File: config.mk
export PLATFORM = sky130hd
export DESIGN_NAME = fetch_decode_buffer
export DESIGN_NICKNAME = d
export VERILOG_FILES = /design/src/rtl/core_pkg.sv /design/src/rtl/fetch_buf_mem.sv /design/src/rtl/fetch_decode_buffer.sv
export SDC_FILE = /design/constraint.sdc
export NUM_CORES = 1
export LEC_CHECK = 0
export ABC_AREA = 1
export CAP_MARGIN = 20
export CORE_ASPECT_RATIO = 1.25
export CORE_MARGIN = 10
export CORE_UTILIZATION = 48
export CTS_CLUSTER_DIAMETER = 120
export DETAILED_ROUTE_END_ITERATION = 10
export DONT_BUFFER_PORTS = 1
export HOLD_SLACK_MARGIN = 0.03
export PLACE_DENSITY = 0.59
export SLEW_MARGIN = 20
export SYNTH_ARGS = -nofsm -noshare
export SYNTH_HDL_FRONTEND = slang
export SYNTH_SLANG_ARGS = --single-unit
export TNS_END_PERCENT = 1
File: constraint.sdc
create_clock -name clk -period 5.2 [get_ports clk]
set_input_delay 0.26 -clock clk [delete_from_list [all_inputs] [get_ports clk]]
set_output_delay 0.26 -clock clk [all_outputs]
set_load 0.02 [all_outputs]
File: src/rtl/core_pkg.sv
// Shared RV32 core constants: canonical NOP, instruction field positions and
// the base-ISA major opcodes that the hazard scoreboard decodes.
package core_pkg;

   localparam logic [31:0] RV_NOP = 32'h0000_0013;

   localparam int OPC_LSB = 0;
   localparam int OPC_MSB = 6;
   localparam int RD_LSB  = 7;
   localparam int RS1_LSB = 15;
   localparam int RS2_LSB = 20;
   localparam int REG_W   = 5;
   localparam int OPC_W   = 7;

   typedef enum logic [6:0] {
      OPC_LOAD   = 7'b0000011,
      OPC_OP_IMM = 7'b0010011,
      OPC_AUIPC  = 7'b0010111,
      OPC_STORE  = 7'b0100011,
      OPC_OP     = 7'b0110011,
      OPC_LUI    = 7'b0110111,
      OPC_BRANCH = 7'b1100011,
      OPC_JALR   = 7'b1100111,
      OPC_JAL    = 7'b1101111,
      OPC_SYSTEM = 7'b1110011
   } rv_opcode_e;

endpackage

File: src/rtl/fetch_buf_mem.sv
// Entry storage for the fetch/decode buffer: one synchronous write port and
// one asynchronous read port. Data is deliberately left unreset.
module fetch_buf_mem #(
   parameter int DEPTH = 4,
   parameter int W     = 64
) (
   input  logic                     clk,
   input  logic                     we_i,
   input  logic [$clog2(DEPTH)-1:0] waddr_i,
   input  logic [W-1:0]             wdata_i,
   input  logic [$clog2(DEPTH)-1:0] raddr_i,
   output logic [W-1:0]             rdata_o
);

   logic [W-1:0] mem_q [DEPTH];

   // Write port
   always_ff @(posedge clk) begin
      if (we_i) begin
         mem_q[waddr_i] <= wdata_i;
      end
   end

   assign rdata_o = mem_q[raddr_i];

endmodule

File: src/rtl/fetch_decode_buffer.sv
// Instruction buffer between fetch and decode: circular FIFO of {instr, pc}
// whose head fields feed the hazard scoreboard; kill flushes, stall holds.
module fetch_decode_buffer
   import core_pkg::*;
#(
   parameter int DEPTH = 4,
   parameter int XLEN  = 32
) (
   input  logic                     clk,
   input  logic                     rst,
   input  logic                     f_valid,
   input  logic [XLEN-1:0]          f_instr,
   input  logic [XLEN-1:0]          f_pc,
   output logic                     f_ready,
   input  logic                     stall,
   input  logic                     kill,
   output logic                     d_valid,
   output logic [XLEN-1:0]          d_instr,
   output logic [XLEN-1:0]          d_pc,
   output logic [6:0]               op_code,
   output logic [4:0]               rd,
   output logic [4:0]               rs1,
   output logic [4:0]               rs2,
   output logic [$clog2(DEPTH):0]   count
);

   localparam int PW = $clog2(DEPTH);
   localparam int CW = PW + 1;
   localparam logic [CW-1:0] FULL_CNT = CW'(DEPTH);

   logic [PW-1:0]     wr_ptr_q, wr_ptr_d;
   logic [PW-1:0]     rd_ptr_q, rd_ptr_d;
   logic [CW-1:0]     count_q, count_d;
   logic              push_s, pop_s;
   logic [2*XLEN-1:0] head_s;

   fetch_buf_mem #(
      .DEPTH (DEPTH),
      .W     (2*XLEN)
   ) u_mem (
      .clk     (clk),
      .we_i    (push_s),
      .waddr_i (wr_ptr_q),
      .wdata_i ({f_instr, f_pc}),
      .raddr_i (rd_ptr_q),
      .rdata_o (head_s)
   );

   assign f_ready = !rst && (count_q != FULL_CNT);
   assign d_valid = (count_q != {CW{1'b0}});
   assign push_s  = f_valid && f_ready && !kill;
   assign pop_s   = d_valid && !stall && !kill;

   // Pointer and occupancy next-state; kill dominates push and pop
   always_comb begin
      wr_ptr_d = wr_ptr_q;
      rd_ptr_d = rd_ptr_q;
      count_d  = count_q;
      if (kill) begin
         wr_ptr_d = {PW{1'b0}};
         rd_ptr_d = {PW{1'b0}};
         count_d  = {CW{1'b0}};
      end else begin
         if (push_s) begin
            wr_ptr_d = wr_ptr_q + PW'(1);
         end else begin
            wr_ptr_d = wr_ptr_q;
         end
         if (pop_s) begin
            rd_ptr_d = rd_ptr_q + PW'(1);
         end else begin
            rd_ptr_d = rd_ptr_q;
         end
         case ({push_s, pop_s})
            2'b10:   count_d = count_q + CW'(1);
            2'b01:   count_d = count_q - CW'(1);
            default: count_d = count_q;
         endcase
      end
   end

   // State registers
   always_ff @(posedge clk or posedge rst) begin
      if (rst) begin
         wr_ptr_q <= {PW{1'b0}};
         rd_ptr_q <= {PW{1'b0}};
         count_q  <= {CW{1'b0}};
      end else begin
         wr_ptr_q <= wr_ptr_d;
         rd_ptr_q <= rd_ptr_d;
         count_q  <= count_d;
      end
   end

   // Empty buffer presents a NOP at pc 0 so the scoreboard sees no hazard
   always_comb begin
      if (d_valid) begin
         d_instr = head_s[2*XLEN-1:XLEN];
         d_pc    = head_s[XLEN-1:0];
      end else begin
         d_instr = XLEN'(RV_NOP);
         d_pc    = {XLEN{1'b0}};
      end
   end

   assign op_code = d_instr[OPC_MSB:OPC_LSB];
   assign rd      = d_instr[RD_LSB  +: REG_W];
   assign rs1     = d_instr[RS1_LSB +: REG_W];
   assign rs2     = d_instr[RS2_LSB +: REG_W];
   assign count   = count_q;

endmodule

=== Word level (Yosys, flattened, before mapping) ===
Memories as Yosys holds them, arrays and structs flattened.
Index checks and enable logic that the tools add are counted.

* $add $sub $neg: 4
* Equal/unequal tests: 3
* Multiplexer cells: 10
* Reductions and logical operators: 12

{| class="wikitable"
|+ Operators by type and width
! kind !! count
|-
| 32-bit 2-to-1 mux || 2
|-
| 2-bit 2-to-1 mux || 4
|-
| 3-bit case mux with 2 select lines || 1
|-
| 3-bit nonzero test || 2
|-
| 1-bit logical AND || 5
|-
| 2-bit by 1-bit adder with 2-bit output (second input constant) || 2
|-
| 2-bit nonzero test || 2
|-
| 3-bit by 1-bit adder with 3-bit output (second input constant) || 1
|-
| 1-bit logical NOT || 3
|-
| 3-bit 2-to-1 mux || 1
|-
| 3-bit inequality test (second input constant) || 1
|-
| 3-bit by 1-bit subtractor with 3-bit output (second input constant) || 1
|-
| 2-bit by 1-bit == test with 1-bit output (second input constant) || 1
|-
| 2-bit == test (second input constant) || 1
|-
| 1-bit 2-to-1 mux || 2
|}

* Bits in registers: 7
* RAM bits: 256
* Memories kept: 1

{| class="wikitable"
|+ Memory list
! memory !! words !! width !! rd ports !! clocked after memory_dff !! write ports !! line !! RTL
|-
| u_mem.mem_q || 4 || 64 || 1 || 0 || 1 || fetch_buf_mem.sv:15 || <nowiki>logic [W-1:0] mem_q [DEPTH];</nowiki>
|}

=== Longest topological paths before layout ===
* Word-level depth: 7
* Mapped depth: 13

=== Hierarchy ===
Synthesis repeated with hierarchy kept, for this count alone.

* Cell total of the unflattened synthesis: 1216
* Area total of the unflattened synthesis: 11885.1 um2

{| class="wikitable"
|+ Modules (own cells, without submodules)
! module !! times used !! cells each !! area each (um2) !! sequential area each (um2)
|-
| fetch_buf_mem || 1 || 1010 || 10761.6 || 7687.4
|-
| fetch_decode_buffer || 1 || 206 || 1123.6 || 175.2
|}

=== Worst setup path before layout ===
No wires, ideal clock.

* Path kind: register to register
* From: register count_q[0] (netlist: count[0])
* To: memory u_mem.mem_q[0][0] (enable)
* Setup time: 0.486 ns
* Arrival: 3.727 ns
* Required time: 4.714 ns
* Slack: 0.987 ns
* Stages on the path, launching flop included: 7
* Path buffers: 0
* Cell sequence: dfrtp_1 > nor2_2 > nand2_1 > nand3_2 > nor2_1 > inv_1 > nor2_1

* Cells in the longest elaborated chain, start to end: 6

{| class="wikitable"
|+ RTL lines
! item !! line !! RTL
|-
| start: declaration || fetch_decode_buffer.sv:33 || <nowiki>logic [CW-1:0] count_q, count_d;</nowiki>
|-
| start signal: assignment || fetch_decode_buffer.sv:87 || <nowiki>count_q <= {CW{1'b0}};</nowiki>
|-
| start signal: assignment || fetch_decode_buffer.sv:91 || <nowiki>count_q <= count_d;</nowiki>
|-
| 3-bit inequality test || fetch_decode_buffer.sv:49 || <nowiki>assign f_ready = !rst && (count_q != FULL_CNT);</nowiki>
|-
| 1-bit logical AND || fetch_decode_buffer.sv:49 ||
|-
| 1-bit logical AND (2 in series) || fetch_decode_buffer.sv:51 || <nowiki>assign push_s = f_valid && f_ready && !kill;</nowiki>
|-
| 1-bit 2-to-1 mux || fetch_buf_mem.sv:19 || <nowiki>if (we_i) begin</nowiki>
|-
| 1-bit 2-to-1 mux (not written as such) || fetch_buf_mem.sv:20 || <nowiki>mem_q[waddr_i] <= wdata_i;</nowiki>
|-
| end: declaration || fetch_buf_mem.sv:15 ||
|}

No other way between the ends.

=== Final worst setup path ===
* From: register rd_ptr_q[0]
* To: output port rd[3]

* Cells in the longest elaborated chain, start to end: 2

{| class="wikitable"
|+ RTL lines
! item !! line !! RTL
|-
| start: declaration || fetch_decode_buffer.sv:32 || <nowiki>logic [PW-1:0] rd_ptr_q, rd_ptr_d;</nowiki>
|-
| start signal: assignment || fetch_decode_buffer.sv:86 || <nowiki>rd_ptr_q <= {PW{1'b0}};</nowiki>
|-
| start signal: assignment || fetch_decode_buffer.sv:90 || <nowiki>rd_ptr_q <= rd_ptr_d;</nowiki>
|-
| memory read 4 x 64 bit || n/a ||
|-
| 32-bit 2-to-1 mux || fetch_decode_buffer.sv:97 || <nowiki>if (d_valid) begin</nowiki>
|-
| end: declaration || fetch_decode_buffer.sv:21 || <nowiki>output logic [4:0] rd,</nowiki>
|}

No other way between the ends.

==> impl_metrics.ini <==
[routing]
num_vias = 6385
routed_via_density = 5.42
drc = 0
drt-total-wl_um = 23100
routedWlPerCell_um = 19.6
first_iter_violations = 420
dr.pass1.iters = 4
final_antenna_net_count = 0

[timing]
max_freq_ghz = 0.281
worst_pin_slew_ns = 1.02
fin_crit_ns = 3.56
clock_skew_ns = 0.00966
setup_viol = 0
whs_ns = 0.0457
finalMaxSlewViolations = 0
final_hold_viol_count = 0
fin_setup_tns_ns = 0
fin_crit_sh_pct = 68.5
grt_setup_unrepaired = false
slew_headroom_pct = 32.4

[finish]
fin_nets = 951
drive_above_1_share_pct = 7.92
fill_cells = 1746
area_growth_pct = 15.4
stdcell_count = 1177
layout_common_cells = 258 x nor2_1, 256 x edfxtp_1, 90 x o21ai_1, 66 x dlygate4sd3_1, 64 x a21oi_1
final_common_cell = nor2_1
final_area_sq_um = 12200

[run]
drv_cap = 0

[setup_path]
cp.required_ns = 4.94
arrival_ns = 3.30
critPathMaxStageDelay_ns = 0.76
startpoint_type = flop
crit_chain = inv_4 > buf_4 > o21ai_1 > a21oi_1
slowest_stage = dfrtp_4
critPathMaxFanout = 87
endpoint_kind = output port
path_class = reg -> out

[logic_synthesis]
ys.warnings.count = 0
netlist-cell-type-count = 27
synth_top_area_share_pct = 72.7
ys_seq_elements = 263
synth_nets = 916
syn_inst = 842
synth_area_leaders = edfxtp_1 73%, nor2_1 9.3%, o21ai_1 4.3%
syn_avg_cell_area_sq_um = 12.6
ys_seq_area_share_pct = 74.4
synth_area_leader_cell = edfxtp_1
syn-cell-area_sq_um = 10600

[placement]
placedCellCount = 1062
routabilityCongestion = 0.817
place_area_sq_um = 10600
numPortBuffers = 0
dp_hpwl_um = 13600

[global_routing]
track_usage_pct = 15.6
grt_pass1_wl_um = 35800
grt_max_degree = 88
met3_usage_pct = 4.64
antenna_found_initial = 1
grt.busiest_layer = met2
grt_use_met2_pct = 28.8
met1_usage_pct = 17.0
grt_pass1_vias = 6617
grt-ovfl-total = 0

[cts]
cts_tree = built
cts_resized = 0
insertion_delay_ns = 0.51
clk_path_buf_depth = 3
cts_sinks = 263
htreeDepth = 1
numCtsBuffers = 26
cts_hold_buf = 66
cts.clk_slew.worst_paths_ns = 0.06
root_buffer = clkbuf_16
cts_setup_buffers = 0

[outcome]
status = finished clean

[die]
die_height_um = 186
die_w_um = 153
pin_count = 160
coreArea_sq_um = 21600
rows = 60
die-area_sq_um = 28400
start_util_pct = 48.9

[min_path]
hp-class = in -> reg

[pwr]
p_leak_nw = 4.12
ir_worst_vdd_mv = 0.331
p_per_area_nw_per_um2 = 497
-- layer usage --
metal,routed length (um),vias to the layer above,part of all wire (%)
met5,0,-,0
met4,366,0,1.6
met3,1790,35,7.7
met2,12100,188,53
met1,8790,3151,38
li1,-,3011,-
-- final timing paths --
path                                    startpoint                          end  slack, ns  depth (start not counted)
max                        rd_ptr_q[0]$_DFFE_PP0P_                        rd[3]       1.64                          4
min                                           kill         count[2]$_DFFE_PP0P_       0.05                          5
max reg2reg                   count[0]$_DFFE_PP0P_  u_mem.mem_q[3][8]$_DFFE_PP_       2.21                          7
min reg2reg                wr_ptr_q[1]$_DFFE_PP0P_      wr_ptr_q[1]$_DFFE_PP0P_       0.66                          2
max in group asynchronous                      rst      rd_ptr_q[0]$_DFFE_PP0P_       4.78                          2
min in group asynchronous                      rst         count[1]$_DFFE_PP0P_       0.15                          2
-- registers in the layout (all words and copies together) (netlist names) --
signal	count
count	3
u_mem.mem_q	256
wr_ptr_q	2
rd_ptr_q	2
-- kinds of logic (layout without fill, tap and decap cells) --
group	after synthesis	count (layout)	synth area share, %
AO/OA/AOI/OAI	196	196	9.38
XOR/XNOR	1	1	0.0829
adder cells (fa/ha/maj)	5	5	0.663
buffers and inverters	89	144	4.80
flip-flops	263	263	74.4
other	0	1	0
AND/OR/NAND/NOR	288	288	10.7
-- per-stage QoR --
| step | utilization [%] | power (mW) | worst slack, ns |
|---|---|---|---|
| after floorplan | - | 3.94 | 0.987 |
| after global placement | 49.1 | 4.07 | 2.20 |
| after detailed placement | 49.1 | 4.10 | 2.12 |
| after CTS | 56.4 | 6.14 | 1.58 |
| after global routing | 56.5 | 6.38 | 1.40 |
| final | 56.5 | 6.07 | 1.64 |
-- synthesized netlist by cell type --
library cell / instances
o21ai_1: 90
clkbuf_2: 2
nand3_1: 3
nor2_2: 1
clkbuf_1: 8
buf_4: 35
a21oi_1: 64
nand2_1: 14
nor2_1: 262
fa_1: 1
buf_6: 1
edfxtp_1: 256
nor2_4: 1
nand3_2: 1
buf_2: 24
xnor2_1: 1
inv_1: 13
o311ai_1: 1
o21ai_0: 39
dfrtp_1: 7
ha_1: 4
o311ai_0: 2
buf_1: 1
nand2_4: 3
inv_2: 4
inv_4: 1
nand2_2: 3
-- layout make-up --
cell class / instances / area, sq um / area share (%)
diodes: 1 / 2.50 / 0.0205
clock buffers: 31 / 691 / 5.66
clock inverters: 17 / 233 / 1.91
inverters: 18 / 72.6 / 0.595
multi-input cells: 490 / 2240 / 18.3
flip-flops and latches: 263 / 7870 / 64.5
well taps: 279 / 349 / 2.86
repair buffers: 78 / 751 / 6.15
-- worst max-delay path: cells and delay by family, from the launching register on --
family	cells	cell delay, ns
compound gates	2	0.83
buf+inv	2	1.17
flops	1	0.76
-- report_power, final --
group	leakage (nW)	total (mW)	internal, mW	switching, mW
combinational	1.27	1.60	0.325	1.28
clock	0.444	1.98	1.24	0.741
sequential	2.40	2.48	2.39	0.0951
total	4.12	6.07	3.95	2.11
Power figures use the tool's default switching activity.
